### src/rtl/id_pipelined_pkg.sv
// Shared definitions for the id_pipelined decode stage.
//  - instruction/PC widths and ALU operator/category encodings
//  - opcode and function-field constants for the supported ISA subset
//  - decode_t plus the decode() helper, which maps one instruction word
//    onto operator, category, register reads/write and immediate.
package id_pipelined_pkg;

  localparam int INST_ADDR_WIDTH      = 32;
  localparam int INST_DATA_WIDTH      = 32;
  localparam int ALU_OPERATOR_WIDTH   = 8;
  localparam int ALU_CATEGORY_WIDTH   = 3;
  localparam int FWD_CHANNELS_DEFAULT = 2;

  typedef enum logic [ALU_OPERATOR_WIDTH-1:0] {
    ALU_NOP = 8'h00,
    ALU_OR  = 8'h25,
    ALU_AND = 8'h24,
    ALU_XOR = 8'h26,
    ALU_NOR = 8'h27,
    ALU_SLL = 8'h7C,
    ALU_SRL = 8'h02,
    ALU_SRA = 8'h03
  } alu_operator_e;

  typedef enum logic [ALU_CATEGORY_WIDTH-1:0] {
    CAT_NOP   = 3'b000,
    CAT_LOGIC = 3'b001,
    CAT_SHIFT = 3'b010
  } alu_category_e;

  // Primary opcodes [31:26]
  localparam logic [5:0] OP_SPECIAL = 6'b000000;
  localparam logic [5:0] OP_ANDI    = 6'b001100;
  localparam logic [5:0] OP_ORI     = 6'b001101;
  localparam logic [5:0] OP_XORI    = 6'b001110;
  localparam logic [5:0] OP_LUI     = 6'b001111;
  localparam logic [5:0] OP_PREF    = 6'b110011;

  // SPECIAL function field [5:0]
  localparam logic [5:0] FN_SLL  = 6'b000000;
  localparam logic [5:0] FN_SRL  = 6'b000010;
  localparam logic [5:0] FN_SRA  = 6'b000011;
  localparam logic [5:0] FN_SLLV = 6'b000100;
  localparam logic [5:0] FN_SRLV = 6'b000110;
  localparam logic [5:0] FN_SRAV = 6'b000111;
  localparam logic [5:0] FN_SYNC = 6'b001111;
  localparam logic [5:0] FN_AND  = 6'b100100;
  localparam logic [5:0] FN_OR   = 6'b100101;
  localparam logic [5:0] FN_XOR  = 6'b100110;
  localparam logic [5:0] FN_NOR  = 6'b100111;

  typedef struct packed {
    logic          known;      // encoding belongs to the supported subset
    alu_operator_e op;
    alu_category_e cat;
    logic          read_en1;
    logic [4:0]    read_reg1;
    logic          read_en2;
    logic [4:0]    read_reg2;
    logic          write_en;
    logic [4:0]    write_reg;
    logic [31:0]   imm;        // value used by a disabled read port
  } decode_t;

  function automatic decode_t decode(input logic [INST_DATA_WIDTH-1:0] inst);
    decode_t    d;
    logic [5:0] opcode;
    logic [5:0] funct;
    logic [4:0] rs;
    logic [4:0] rt;
    logic [4:0] rd;
    logic [4:0] sa;
    opcode = inst[31:26];
    rs     = inst[25:21];
    rt     = inst[20:16];
    rd     = inst[15:11];
    sa     = inst[10:6];
    funct  = inst[5:0];

    d           = '0;
    d.read_reg1 = rs;
    d.read_reg2 = rt;

    case (opcode)
      OP_SPECIAL: begin
        // Register-register forms require a zero shamt field.
        if (sa == 5'd0) begin
          case (funct)
            FN_OR:   begin d.known = 1'b1; d.op = ALU_OR;  d.cat = CAT_LOGIC; end
            FN_AND:  begin d.known = 1'b1; d.op = ALU_AND; d.cat = CAT_LOGIC; end
            FN_XOR:  begin d.known = 1'b1; d.op = ALU_XOR; d.cat = CAT_LOGIC; end
            FN_NOR:  begin d.known = 1'b1; d.op = ALU_NOR; d.cat = CAT_LOGIC; end
            FN_SLLV: begin d.known = 1'b1; d.op = ALU_SLL; d.cat = CAT_SHIFT; end
            FN_SRLV: begin d.known = 1'b1; d.op = ALU_SRL; d.cat = CAT_SHIFT; end
            FN_SRAV: begin d.known = 1'b1; d.op = ALU_SRA; d.cat = CAT_SHIFT; end
            FN_SYNC: d.known = 1'b1;
            default: ;
          endcase
          if (d.known && funct != FN_SYNC) begin
            d.read_en1  = 1'b1;
            d.read_en2  = 1'b1;
            d.write_en  = 1'b1;
            d.write_reg = rd;
          end
        end
        // Immediate shifts: rs must be zero, shamt feeds operand 1.
        if (rs == 5'd0 && (funct == FN_SLL || funct == FN_SRL || funct == FN_SRA)) begin
          d.known     = 1'b1;
          d.cat       = CAT_SHIFT;
          d.op        = (funct == FN_SLL) ? ALU_SLL : (funct == FN_SRL) ? ALU_SRL : ALU_SRA;
          d.read_en2  = 1'b1;
          d.write_en  = 1'b1;
          d.write_reg = rd;
          d.imm       = {27'd0, sa};
        end
      end
      OP_ORI, OP_ANDI, OP_XORI: begin
        d.known     = 1'b1;
        d.cat       = CAT_LOGIC;
        d.op        = (opcode == OP_ORI) ? ALU_OR : (opcode == OP_ANDI) ? ALU_AND : ALU_XOR;
        d.read_en1  = 1'b1;
        d.write_en  = 1'b1;
        d.write_reg = rt;
        d.imm       = {16'd0, inst[15:0]};
      end
      OP_LUI: begin
        // rs | (imm << 16); canonical LUI has rs = $0.
        d.known     = 1'b1;
        d.cat       = CAT_LOGIC;
        d.op        = ALU_OR;
        d.read_en1  = 1'b1;
        d.write_en  = 1'b1;
        d.write_reg = rt;
        d.imm       = {inst[15:0], 16'd0};
      end
      OP_PREF: d.known = 1'b1;
      default: ;
    endcase
    return d;
  endfunction

endpackage

### src/rtl/id_pipelined_operand_forward.sv
// operand_forward: selects one ID operand.
//  read_enable/read_addr/read_result : register-file port being resolved
//  imm                               : value used when the port is disabled
//  fwd_write_enable/addr/data/ready  : N write-back channels, channel 0 youngest
//  operand                           : resolved operand value
//  not_ready                         : winning channel has no data yet (load-use)
module operand_forward #(
  parameter int DATA_WIDTH     = 32,
  parameter int REG_ADDR_WIDTH = 5,
  parameter int FWD_CHANNELS   = 2
) (
  input  logic                                 read_enable,
  input  logic [REG_ADDR_WIDTH-1:0]            read_addr,
  input  logic [DATA_WIDTH-1:0]                read_result,
  input  logic [DATA_WIDTH-1:0]                imm,
  input  logic [FWD_CHANNELS-1:0]              fwd_write_enable,
  input  logic [FWD_CHANNELS*REG_ADDR_WIDTH-1:0] fwd_write_addr,
  input  logic [FWD_CHANNELS*DATA_WIDTH-1:0]   fwd_write_data,
  input  logic [FWD_CHANNELS-1:0]              fwd_data_ready,
  output logic [DATA_WIDTH-1:0]                operand,
  output logic                                 not_ready
);

  // NOTE: every output of a combinational block gets a default first, so no
  // path leaves it unassigned and no latch is inferred.
  always_comb begin
    operand   = read_result;
    not_ready = 1'b0;
    if (!read_enable) begin
      operand = imm;
    end else if (read_addr == '0) begin
      operand = '0;  // $0 is hard-wired; writes to it are never forwarded
    end else begin
      // Scan oldest to youngest so the lowest matching channel is written last and wins.
      for (int i = FWD_CHANNELS - 1; i >= 0; i--) begin
        if (fwd_write_enable[i] && fwd_write_addr[i*REG_ADDR_WIDTH +: REG_ADDR_WIDTH] == read_addr) begin
          operand   = fwd_write_data[i*DATA_WIDTH +: DATA_WIDTH];
          not_ready = ~fwd_data_ready[i];
        end
      end
    end
  end

endmodule

### src/rtl/id_pipelined.sv
// id_pipelined: decode stage between IF/ID and EX.
//  clock, reset (sync, active-high), flush, stall_in, if_valid
//  program_counter, instruction            : instruction currently in ID
//  fwd_write_enable/addr/data/data_ready   : N forwarding channels, 0 = youngest
//  read_result1/2 -> read_enable1/2, read_addr1/2 : register-file ports
//  stall_request                           : hold PC and IF/ID
//  ex_*                                    : registered ID/EX stage
//  stall_count                             : saturating count of hazard bubbles
module id_pipelined
  import id_pipelined_pkg::*;
#(
  parameter int DATA_WIDTH      = 32,
  parameter int REG_ADDR_WIDTH  = 5,
  parameter int FWD_CHANNELS    = FWD_CHANNELS_DEFAULT,
  parameter int STALL_CNT_WIDTH = 16
) (
  input  logic                                   clock,
  input  logic                                   reset,
  input  logic                                   flush,
  input  logic                                   stall_in,
  input  logic                                   if_valid,
  input  logic [INST_ADDR_WIDTH-1:0]             program_counter,
  input  logic [INST_DATA_WIDTH-1:0]             instruction,
  input  logic [FWD_CHANNELS-1:0]                fwd_write_enable,
  input  logic [FWD_CHANNELS*REG_ADDR_WIDTH-1:0] fwd_write_addr,
  input  logic [FWD_CHANNELS*DATA_WIDTH-1:0]     fwd_write_data,
  input  logic [FWD_CHANNELS-1:0]                fwd_data_ready,
  input  logic [DATA_WIDTH-1:0]                  read_result1,
  input  logic [DATA_WIDTH-1:0]                  read_result2,
  output logic                                   read_enable1,
  output logic                                   read_enable2,
  output logic [REG_ADDR_WIDTH-1:0]              read_addr1,
  output logic [REG_ADDR_WIDTH-1:0]              read_addr2,
  output logic                                   stall_request,
  output logic                                   ex_valid,
  output logic [INST_ADDR_WIDTH-1:0]             ex_program_counter,
  output logic [ALU_OPERATOR_WIDTH-1:0]          ex_alu_operator,
  output logic [ALU_CATEGORY_WIDTH-1:0]          ex_alu_category,
  output logic [DATA_WIDTH-1:0]                  ex_alu_operand1,
  output logic [DATA_WIDTH-1:0]                  ex_alu_operand2,
  output logic                                   ex_write_enable,
  output logic [REG_ADDR_WIDTH-1:0]              ex_write_addr,
  output logic                                   ex_invalid,
  output logic [STALL_CNT_WIDTH-1:0]             stall_count
);

  decode_t               dec;
  logic [DATA_WIDTH-1:0] imm;
  logic [DATA_WIDTH-1:0] operand1;
  logic [DATA_WIDTH-1:0] operand2;
  logic                  not_ready1;
  logic                  not_ready2;
  logic                  hazard;
  logic                  do_bubble;
  logic                  do_load;
  logic                  do_count;

  assign dec          = decode(instruction);
  assign imm          = DATA_WIDTH'(dec.imm);
  assign read_enable1 = dec.read_en1;
  assign read_enable2 = dec.read_en2;
  assign read_addr1   = REG_ADDR_WIDTH'(dec.read_reg1);
  assign read_addr2   = REG_ADDR_WIDTH'(dec.read_reg2);

  operand_forward #(
    .DATA_WIDTH    (DATA_WIDTH),
    .REG_ADDR_WIDTH(REG_ADDR_WIDTH),
    .FWD_CHANNELS  (FWD_CHANNELS)
  ) u_forward1 (
    .read_enable     (read_enable1),
    .read_addr       (read_addr1),
    .read_result     (read_result1),
    .imm             (imm),
    .fwd_write_enable(fwd_write_enable),
    .fwd_write_addr  (fwd_write_addr),
    .fwd_write_data  (fwd_write_data),
    .fwd_data_ready  (fwd_data_ready),
    .operand         (operand1),
    .not_ready       (not_ready1)
  );

  operand_forward #(
    .DATA_WIDTH    (DATA_WIDTH),
    .REG_ADDR_WIDTH(REG_ADDR_WIDTH),
    .FWD_CHANNELS  (FWD_CHANNELS)
  ) u_forward2 (
    .read_enable     (read_enable2),
    .read_addr       (read_addr2),
    .read_result     (read_result2),
    .imm             (imm),
    .fwd_write_enable(fwd_write_enable),
    .fwd_write_addr  (fwd_write_addr),
    .fwd_write_data  (fwd_write_data),
    .fwd_data_ready  (fwd_data_ready),
    .operand         (operand2),
    .not_ready       (not_ready2)
  );

  assign hazard        = if_valid & (not_ready1 | not_ready2);
  assign stall_request = if_valid & ~flush & (hazard | stall_in);

  // Update selection: flush beats stall_in, stall_in (hold) beats hazard.
  assign do_bubble = flush | (~stall_in & (hazard | ~if_valid));
  assign do_load   = ~flush & ~stall_in & ~hazard & if_valid;
  assign do_count  = ~flush & ~stall_in & hazard;

  // NOTE: state registers use non-blocking assignments so every flop samples
  // the pre-edge values, independent of statement order.
  always_ff @(posedge clock) begin
    if (reset) begin
      ex_valid           <= 1'b0;
      ex_program_counter <= '0;
      ex_alu_operator    <= ALU_NOP;
      ex_alu_category    <= CAT_NOP;
      ex_alu_operand1    <= '0;
      ex_alu_operand2    <= '0;
      ex_write_enable    <= 1'b0;
      ex_write_addr      <= '0;
      ex_invalid         <= 1'b0;
      stall_count        <= '0;
    end else begin
      if (do_bubble) begin
        ex_valid           <= 1'b0;
        ex_program_counter <= '0;
        ex_alu_operator    <= ALU_NOP;
        ex_alu_category    <= CAT_NOP;
        ex_alu_operand1    <= '0;
        ex_alu_operand2    <= '0;
        ex_write_enable    <= 1'b0;
        ex_write_addr      <= '0;
        ex_invalid         <= 1'b0;
      end else if (do_load) begin
        // Unknown encodings decode to NOP with no write, flagged invalid.
        ex_valid           <= 1'b1;
        ex_program_counter <= program_counter;
        ex_alu_operator    <= dec.op;
        ex_alu_category    <= dec.cat;
        ex_alu_operand1    <= operand1;
        ex_alu_operand2    <= operand2;
        ex_write_enable    <= dec.write_en;
        ex_write_addr      <= REG_ADDR_WIDTH'(dec.write_reg);
        ex_invalid         <= ~dec.known;
      end
      if (do_count && stall_count != '1) begin
        stall_count <= stall_count + 1'b1;
      end
    end
  end

endmodule
### config.mk
export PLATFORM = sky130hd
export DESIGN_NAME = id_pipelined
export DESIGN_NICKNAME = d
export VERILOG_FILES = /design/src/rtl/id_pipelined_pkg.sv /design/src/rtl/id_pipelined_operand_forward.sv /design/src/rtl/id_pipelined.sv
export SDC_FILE = /design/constraint.sdc
export NUM_CORES = 1
export LEC_CHECK = 0
export ABC_AREA = 1
export CAP_MARGIN = 20
export CELL_PAD_IN_SITES_DETAIL_PLACEMENT = 1
export CELL_PAD_IN_SITES_GLOBAL_PLACEMENT = 1
export CORE_MARGIN = 2
export CORE_UTILIZATION = 31
export CTS_CLUSTER_SIZE = 25
export DETAILED_ROUTE_END_ITERATION = 6
export GPL_TIMING_DRIVEN = 0
export PLACE_DENSITY = 0.91
export SYNTH_ARGS = -nofsm -noshare
export SYNTH_HDL_FRONTEND = slang
export SYNTH_SLANG_ARGS = --single-unit
export TNS_END_PERCENT = 50
### constraint.sdc
create_clock -name clock -period 5.6 [get_ports clock]
set_input_delay 1.12 -clock clock [delete_from_list [all_inputs] [get_ports clock]]
set_output_delay 1.12 -clock clock [all_outputs]
set_load 0.02 [all_outputs]
== Word level (Yosys, flattened, before mapping) ==
Cells that the tools add are included.
Operators by class
  eq/ne operators: 21
  bitwise operators: 19
  reductions and logical operators: 18
  mux-type cells: 36
  $add $sub $neg: 1
Operators with widths (number)
  $mux 32: 8
  $pmux 38 s3: 1
  $pmux 10 s7: 1
  $mux 38: 1
  $pmux 12 s3: 1
  $eq 6x4->1 const B: 5
  $eq 6x6->1 const B: 5
  $eq 5x5->1: 4
  $eq 6x3->1 const B: 3
  $add 16x1->16 const B: 1
  $mux 1: 16
  $ne 16x16->1 const B: 1
  $logic_not 5->1: 3
  $mux 13: 1
  $eq 6x2->1 const B: 2
  $logic_not 6->1: 2
  $mux 12: 1
  $mux 6: 2
  $and 1x1->1: 8
  $reduce_or 8->1: 1
  $logic_and 1x1->1: 7
  $mux 7: 1
  $not 1->1: 7
  $ne 6x4->1 const B: 1
  other kinds (7): 12
Word-level totals
  output and inout port bits: 144
  bits in registers: 131
  input bits: 211
  word-level logic and storage cells: 105

== Depth between registers and ports, before layout ==
  depth in word-level cells: 17
  depth in mapped cells: 15
  depth with buffers taken out: 14

== Modules after synthesis ==
From an unflattened synthesis, not the netlist that was laid out.
Second synthesis, totals
  cells, all modules: 1444
  area, all modules: 8470.6 um^2
By module, submodules not included
  id_pipelined: times used 1, seq. area each 2522.4 um^2, cells each 764, area each 5427.7 um^2
  operand_forward: times used 2, seq. area each 0.0 um^2, cells each 340, area each 1521.5 um^2

== Worst setup path after synthesis ==
OpenSTA, ideal clock, no wires.
  kind: input to output
  start: in instruction[29]
  end: out stall_request
  buffers on the path: 1
  required time: 4.480 ns
  stages: 9
  data arrival time: 2.534 ns
  slack: 1.946 ns
  path through: or2_2 -> nor2_1 -> nand2_1 -> o21ai_2 -> nand3_2 -> nand2_2 -> buf_6 -> o21ai_0 -> inv_1
On the way
  word-level cells in the longest chain between the ends: 8
  elaborated cells between the ends (all ways): 14
  those cells by class: 4 x eq/ne; 4 x mux; 4 x bitwise; 2 x reduce/logical
Ends and longest elaborated chain
  start, declared: RTL line id_pipelined.sv:23  | input logic [INST_DATA_WIDTH-1:0] instruction,
  $eq 6x4->1: RTL line id_pipelined_pkg.sv:84  | case (opcode)
  $reduce_or 3->1: RTL line id_pipelined_pkg.sv:84
  $pmux 12 s3 (*): RTL line id_pipelined_pkg.sv:84
  named net read_enable1: RTL line id_pipelined.sv:30  | output logic read_enable1,
  $mux 1 (*): RTL line id_pipelined_operand_forward.sv:29  | if (!read_enable) begin
  $or 1x1->1 (*): RTL line id_pipelined.sv:99  | assign hazard = if_valid & (not_ready1 | not_ready2);
  $and 1x1->1 (*): RTL line id_pipelined.sv:99
  $or 1x1->1 (*): RTL line id_pipelined.sv:100  | assign stall_request = if_valid & ~flush & (hazard | stall_in);
  $and 1x1->1 (*): RTL line id_pipelined.sv:100
  end, declared: RTL line id_pipelined.sv:34  | output logic stall_request,
The timed path passes the listed nets; every way through them passes the cells marked *.

== Worst setup path after layout ==
  start: in instruction[9]
  end: out stall_request
On the way
  word-level cells in the longest chain between the ends: 9
  elaborated cells between the ends (all ways): 12
  those cells by class: 7 x mux; 4 x bitwise; 1 x reduce/logical
Ends and longest elaborated chain
  $logic_not 5->1 (*): RTL line id_pipelined_pkg.sv:87  | if (sa == 5'd0) begin
  $mux 1: RTL line id_pipelined_pkg.sv:87
  $mux 1: RTL line id_pipelined_pkg.sv:107  | if (rs == 5'd0 && (funct == FN_SLL || funct == FN_SRL || funct == FN_SRA)) begin
  $mux 1: RTL line id_pipelined_pkg.sv:84
  $mux 1: RTL line id_pipelined_operand_forward.sv:29
  $or 1x1->1 (*): RTL line id_pipelined.sv:99
  $and 1x1->1 (*): RTL line id_pipelined.sv:99
  $or 1x1->1 (*): RTL line id_pipelined.sv:100
  $and 1x1->1 (*): RTL line id_pipelined.sv:100
Mark *: on every way between the ends. The rest lies on a longest branch, timed or not.

==> report_table.html <==
<table>
<tr><th>Metric</th><th>Value</th></tr>
<tr><th colspan="2">Drt</th></tr>
<tr><td>Amount of wire on met3 after detailed routing</td><td>2460 um</td></tr>
<tr><td>WL final</td><td>39500 um</td></tr>
<tr><td>Post-DRT Antenna Nets</td><td>0</td></tr>
<tr><td>WL per Instance</td><td>19.8 um</td></tr>
<tr><td>Routed wl met2</td><td>18900 um</td></tr>
<tr><td>Number of detailed-route iterations in the first pass</td><td>5</td></tr>
<tr><td>Initial drt markers</td><td>617</td></tr>
<tr><td>Post-route DRC</td><td>0</td></tr>
<tr><td>DRT met1 WL</td><td>16600 um</td></tr>
<tr><td>Detail-routed via count per cell</td><td>5.08</td></tr>
<tr><td>Highest metal layer with signal wires</td><td>met4</td></tr>
<tr><td>Routed vias</td><td>10.1k</td></tr>
<tr><th colspan="2">Critical path</th></tr>
<tr><td>Path depth of the worst reg2reg path</td><td>9</td></tr>
<tr><td>Worst path max stage delay</td><td>630 ps</td></tr>
<tr><td>Critical register-to-register path startpoint</td><td>stall_count[0]$_SDFFE_PP0P_</td></tr>
<tr><td>Terminus of the critical flop-to-flop path</td><td>stall_count[9]$_SDFFE_PP0P_</td></tr>
<tr><td>Number of buffer and inverter instances along the worst setup path</td><td>4</td></tr>
<tr><td>Worst Path Max Fanout</td><td>10</td></tr>
<tr><td>Startpoint of the most critical setup path</td><td>instruction[9]</td></tr>
<tr><td>Required time at the endpoint of the critical path</td><td>4480 ps</td></tr>
<tr><td>Critical-path cell list</td><td>clkdlybuf4s50_1 -&gt; or2_1 -&gt; nor3_4 -&gt; nand2_2 -&gt; a21oi_4 -&gt; nand3_2 -&gt; nand2_2 -&gt; buf_6 -&gt; o21ai_0 -&gt; inv_1 -&gt; clkdlybuf4s50_1</td></tr>
<tr><td>Kind of start point of the critical path</td><td>input port</td></tr>
<tr><td>WP data arrival</td><td>3940 ps</td></tr>
<tr><td>Worst reg-to-reg setup slack</td><td>3590 ps</td></tr>
<tr><td>Highest-delay cell along the critical path</td><td>sky130_fd_sc_hd__clkdlybuf4s50_1</td></tr>
<tr><td>Worst setup path endpoint</td><td>stall_request</td></tr>
<tr><td>Depth of the critical timing path with buffers and inverters included</td><td>11</td></tr>
<tr><td>Crit. End Element</td><td>output pin</td></tr>
<tr><td>Setup CP Type</td><td>in -&gt; out</td></tr>
<tr><td>Cell family with most CP delay</td><td>buffers and inverters</td></tr>
<tr><th colspan="2">GRT</th></tr>
<tr><td>Global Route Usage Sum</td><td>28.0%</td></tr>
<tr><td>Vias in the first global route</td><td>10.8k</td></tr>
<tr><td>Gr ovfl total</td><td>0</td></tr>
<tr><td>Largest net degree at the start of global routing</td><td>17</td></tr>
<tr><td>First-pass GRT wire length</td><td>60600 um</td></tr>
<tr><td>Antenna violations before repair</td><td>0</td></tr>
<tr><th colspan="2">Clock network</th></tr>
<tr><td>Clock tree from TritonCTS</td><td>built</td></tr>
<tr><td>Clock tree buffer depth</td><td>2</td></tr>
<tr><td>Clock Tree Root</td><td>sky130_fd_sc_hd__clkbuf_16</td></tr>
<tr><td>Total of cells resized after clock tree synthesis</td><td>0</td></tr>
<tr><td>Skew-Pair Late Insertion Delay</td><td>440 ps</td></tr>
<tr><td>Number of levels in the clock H-tree</td><td>4</td></tr>
<tr><td>Clock slew at the register clock pins of the worst setup and hold paths</td><td>70 ps</td></tr>
<tr><td>Number of buffers added to fix hold violations after cts</td><td>0</td></tr>
<tr><td>Setup repair bufs after CTS</td><td>0</td></tr>
<tr><td>Number of buffers inserted during clock tree synthesis</td><td>17</td></tr>
<tr><td>Num Clock Sinks</td><td>126</td></tr>
<tr><th colspan="2">Floorplanning</th></tr>
<tr><td>Placeable Area</td><td>26000 um^2</td></tr>
<tr><td>Die X</td><td>166 um</td></tr>
<tr><td>Die Outline Area</td><td>27700 um^2</td></tr>
<tr><td>Initial Util</td><td>31.5%</td></tr>
<tr><td>Floorplan die height</td><td>166 um</td></tr>
<tr><td>Number of I/O pins</td><td>355</td></tr>
<tr><td>Number of rows created at floorplan</td><td>59</td></tr>
<tr><th colspan="2">Synthesis</th></tr>
<tr><td>Cells after Synth</td><td>1275</td></tr>
<tr><td>Average instance area after synthesis</td><td>6.41 um^2</td></tr>
<tr><td>Post-synth top flop</td><td>sky130_fd_sc_hd__dfxtp_1</td></tr>
<tr><td>Dominant cells by area after synthesis</td><td>sky130_fd_sc_hd__dfxtp_1 31%, sky130_fd_sc_hd__nand2_1 22%, sky130_fd_sc_hd__a21oi_2 11%</td></tr>
<tr><td>EDFF count, synth</td><td>0</td></tr>
<tr><td>Cell area after synthesis</td><td>8170 um^2</td></tr>
<tr><td>Total of flip-flops plus latches after synthesis</td><td>126</td></tr>
<tr><td>Async set-or-reset flop fraction in the synthesized netlist</td><td>0%</td></tr>
<tr><td>Post-synth top cells</td><td>478 x sky130_fd_sc_hd__nand2_1, 132 x sky130_fd_sc_hd__nor2_1, 126 x sky130_fd_sc_hd__dfxtp_1, 100 x sky130_fd_sc_hd__a21oi_2, 82 x sky130_fd_sc_hd__o21ai_0</td></tr>
<tr><td>Most area-hungry cell type in the Yosys netlist</td><td>sky130_fd_sc_hd__dfxtp_1</td></tr>
<tr><td>Yosys Warn Count</td><td>0</td></tr>
<tr><td>Leading cell type by number of instances after synthesis</td><td>sky130_fd_sc_hd__nand2_1</td></tr>
<tr><td>Netlist cell types</td><td>39</td></tr>
<tr><td>Post-synth top area share</td><td>30.9%</td></tr>
<tr><td>Post-synthesis sequential area ratio</td><td>30.9%</td></tr>
<tr><th colspan="2">STA</th></tr>
<tr><td>Tcrit/Tclk final</td><td>90.4%</td></tr>
<tr><td>Slew margin rel.</td><td>34.7%</td></tr>
<tr><td>Final Hold Fails</td><td>0</td></tr>
<tr><td>Transition time at the pin with the least slew margin</td><td>972 ps</td></tr>
<tr><td>Total negative slack for setup checks</td><td>0 ps</td></tr>
<tr><td>Setup repair after global routing missed its margin</td><td>false</td></tr>
<tr><td># setup viols final</td><td>0</td></tr>
<tr><td>Maximum achievable frequency</td><td>198 MHz</td></tr>
<tr><td>Final critical-path required period</td><td>5060 ps</td></tr>
<tr><td>Post-route clock skew</td><td>6.93 ps</td></tr>
<tr><td>Pins Over Slew Limit</td><td>0</td></tr>
<tr><th colspan="2">Power</th></tr>
<tr><td>Worst ir drop on vdd</td><td>0.158 mV</td></tr>
<tr><td>Int Power</td><td>1750 uW</td></tr>
<tr><td>Switching power of the nets</td><td>746 uW</td></tr>
<tr><td>Part of the power in registers</td><td>36.1%</td></tr>
<tr><td>Power share of the combinational group</td><td>16.8%</td></tr>
<tr><td>Switching power as a share of total power</td><td>29.9%</td></tr>
<tr><td>Portion of total power attributed to the clock network</td><td>47.0%</td></tr>
<tr><td>Leakage power figure</td><td>0.00490 uW</td></tr>
<tr><td>Pwr dens</td><td>196 nW/um^2</td></tr>
<tr><th colspan="2">Placed design</th></tr>
<tr><td>Port Buffers</td><td>350</td></tr>
<tr><td>Placed inst area</td><td>12100 um^2</td></tr>
<tr><td>Count of placed standard cells including taps</td><td>1961</td></tr>
<tr><td>Half-perimeter wire length after detailed placement</td><td>31400 um</td></tr>
<tr><td>Weighted congestion at the end of routability-driven global placement</td><td>0.911</td></tr>
<tr><th colspan="2">Layout</th></tr>
<tr><td>Post-layout nets</td><td>1857</td></tr>
<tr><td>Post-route standard cell area excluding fillers</td><td>12700 um^2</td></tr>
<tr><td>Number of antenna cells inserted</td><td>0</td></tr>
<tr><td>Post-layout utilization of the core</td><td>48.8%</td></tr>
<tr><td>Fraction of final layout cells with drive strength greater than 1</td><td>12.2%</td></tr>
<tr><td>Number of fill cells in the layout</td><td>3333</td></tr>
<tr><td>Count of non-filler cells in the finished layout</td><td>1993</td></tr>
<tr><td>Area grow syn2layout</td><td>55.3%</td></tr>
<tr><td>Sequential cell area</td><td>2520 um^2</td></tr>
<tr><td>Multi-input logic area</td><td>4690 um^2</td></tr>
<tr><th colspan="2">Hold path</th></tr>
<tr><td>Class of the most critical hold timing path</td><td>reg -&gt; reg</td></tr>
<tr><th colspan="2">Flow run</th></tr>
<tr><td>Maximum capacitance violations</td><td>0</td></tr>
<tr><th colspan="2">Outcome</th></tr>
<tr><td>Run status</td><td>finished clean</td></tr>
</table>
## routing by layer
layer / track usage (%) / vias to the layer above
met2: 48.8 / 384
met4: 12.5 / 0
met3: 6.05 / 103
met5: 0 / -
met1: 32.9 / 4816
li1: - / 4826
## registers in the layout, summed over array words and instances, names as in the netlist
signal and count:
ex_alu_operand1 32, ex_alu_operand2 32, ex_program_counter 32, stall_count 16, ex_write_addr 5, ex_alu_operator 4
ex_alu_category 2, ex_invalid 1, ex_valid 1, ex_write_enable 1
## cell families (layout without fill, tap and decap cells)
logic type | Yosys count | count (layout) | share of synthesized area [%]
other | 1 | 2 | 0.0459
DFF | 126 | 126 | 30.9
and+or+nand+nor | 731 | 731 | 36.3
xor gates and xnor gates | 5 | 5 | 0.536
adders and majority gates | 1 | 1 | 0.153
AOI/OAI and AO/OA | 236 | 236 | 20.3
buffers and inverters | 175 | 557 | 11.8
## tightest hold or removal path, stage by stage (launching register included)
cell	delay [ps]
sky130_fd_sc_hd__dfxtp_1	310
sky130_fd_sc_hd__nand2_1	60
sky130_fd_sc_hd__a21oi_1	60
## layout make-up
class | count | area share (%)
inverter | 85 | 2.51
sequential | 126 | 19.9
timing repair buffer | 350 | 27.6
clock buffer | 17 | 3.35
multi-input combinational | 975 | 37.0
clock inverter | 15 | 1.32
buffer | 90 | 5.09
tap | 335 | 3.30
## cell usage in the layout (no fill, tap or decap), types with 2 or more instances in the layout
cell type	n
sky130_fd_sc_hd__nand2_1	478
sky130_fd_sc_hd__clkdlybuf4s50_1	350
sky130_fd_sc_hd__nor2_1	132
sky130_fd_sc_hd__dfxtp_1	126
sky130_fd_sc_hd__a21oi_2	100
sky130_fd_sc_hd__o21ai_0	82
sky130_fd_sc_hd__inv_1	80
sky130_fd_sc_hd__nand3_1	68
sky130_fd_sc_hd__clkbuf_1	34
sky130_fd_sc_hd__buf_4	27
sky130_fd_sc_hd__nor3_1	24
sky130_fd_sc_hd__o211ai_1	22
sky130_fd_sc_hd__a21oi_1	19
sky130_fd_sc_hd__clkbuf_16	17
sky130_fd_sc_hd__buf_12	11
sky130_fd_sc_hd__nand4_1	11
sky130_fd_sc_hd__buf_2	10
sky130_fd_sc_hd__buf_1	6
sky130_fd_sc_hd__nand3_2	6
sky130_fd_sc_hd__inv_6	6
sky130_fd_sc_hd__xor2_1	5
sky130_fd_sc_hd__inv_2	5
sky130_fd_sc_hd__o21ai_1	4
sky130_fd_sc_hd__inv_8	4
sky130_fd_sc_hd__nor4_1	3
sky130_fd_sc_hd__nand2_2	2
sky130_fd_sc_hd__nor2_2	2
sky130_fd_sc_hd__buf_6	2
sky130_fd_sc_hd__o31ai_1	2
sky130_fd_sc_hd__conb_1	2
sky130_fd_sc_hd__clkinvlp_4	2
## per-stage QoR
step / hold slack, ps / power, uW / worst slack, ps
2_1_floorplan: 530 / 1090 / 1950
3_3_place_gp: 444 / 1330 / 534
3_5_place_dp: 444 / 1340 / 479
4_1_cts: 469 / 2500 / 449
5_1_grt: 482 / 2570 / 246
6_report: 471 / 2490 / 538
## power groups by stage
| stage | registers, uW | logic, uW | clock network [uW] |
|---|---|---|---|
| CTS | 901 | 418 | 1180 |
| finish | 901 | 419 | 1170 |
| global route | 901 | 450 | 1220 |
| global placement | 921 | 409 | 0 |
| floorplan | 925 | 166 | 0 |
| detailed placement | 921 | 415 | 0 |
## worst min path at each step
stage	start	to	slack [ps]	cells past startpoint
3_3_place_gp	ex_valid$_SDFFE_PP0P_	ex_valid$_SDFFE_PP0P_	440	2
4_1_cts	ex_program_counter[29]$_SDFFE_PP0P_	ex_program_counter[29]$_SDFFE_PP0P_	470	2
5_1_grt	ex_program_counter[29]$_SDFFE_PP0P_	ex_program_counter[29]$_SDFFE_PP0P_	480	2
2_1_floorplan	ex_valid$_SDFFE_PP0P_	ex_valid$_SDFFE_PP0P_	530	2
3_5_place_dp	ex_valid$_SDFFE_PP0P_	ex_valid$_SDFFE_PP0P_	440	2
6_report	ex_program_counter[26]$_SDFFE_PP0P_	ex_program_counter[26]$_SDFFE_PP0P_	470	2
No activity file was read; power rests on OpenSTA's default activity.
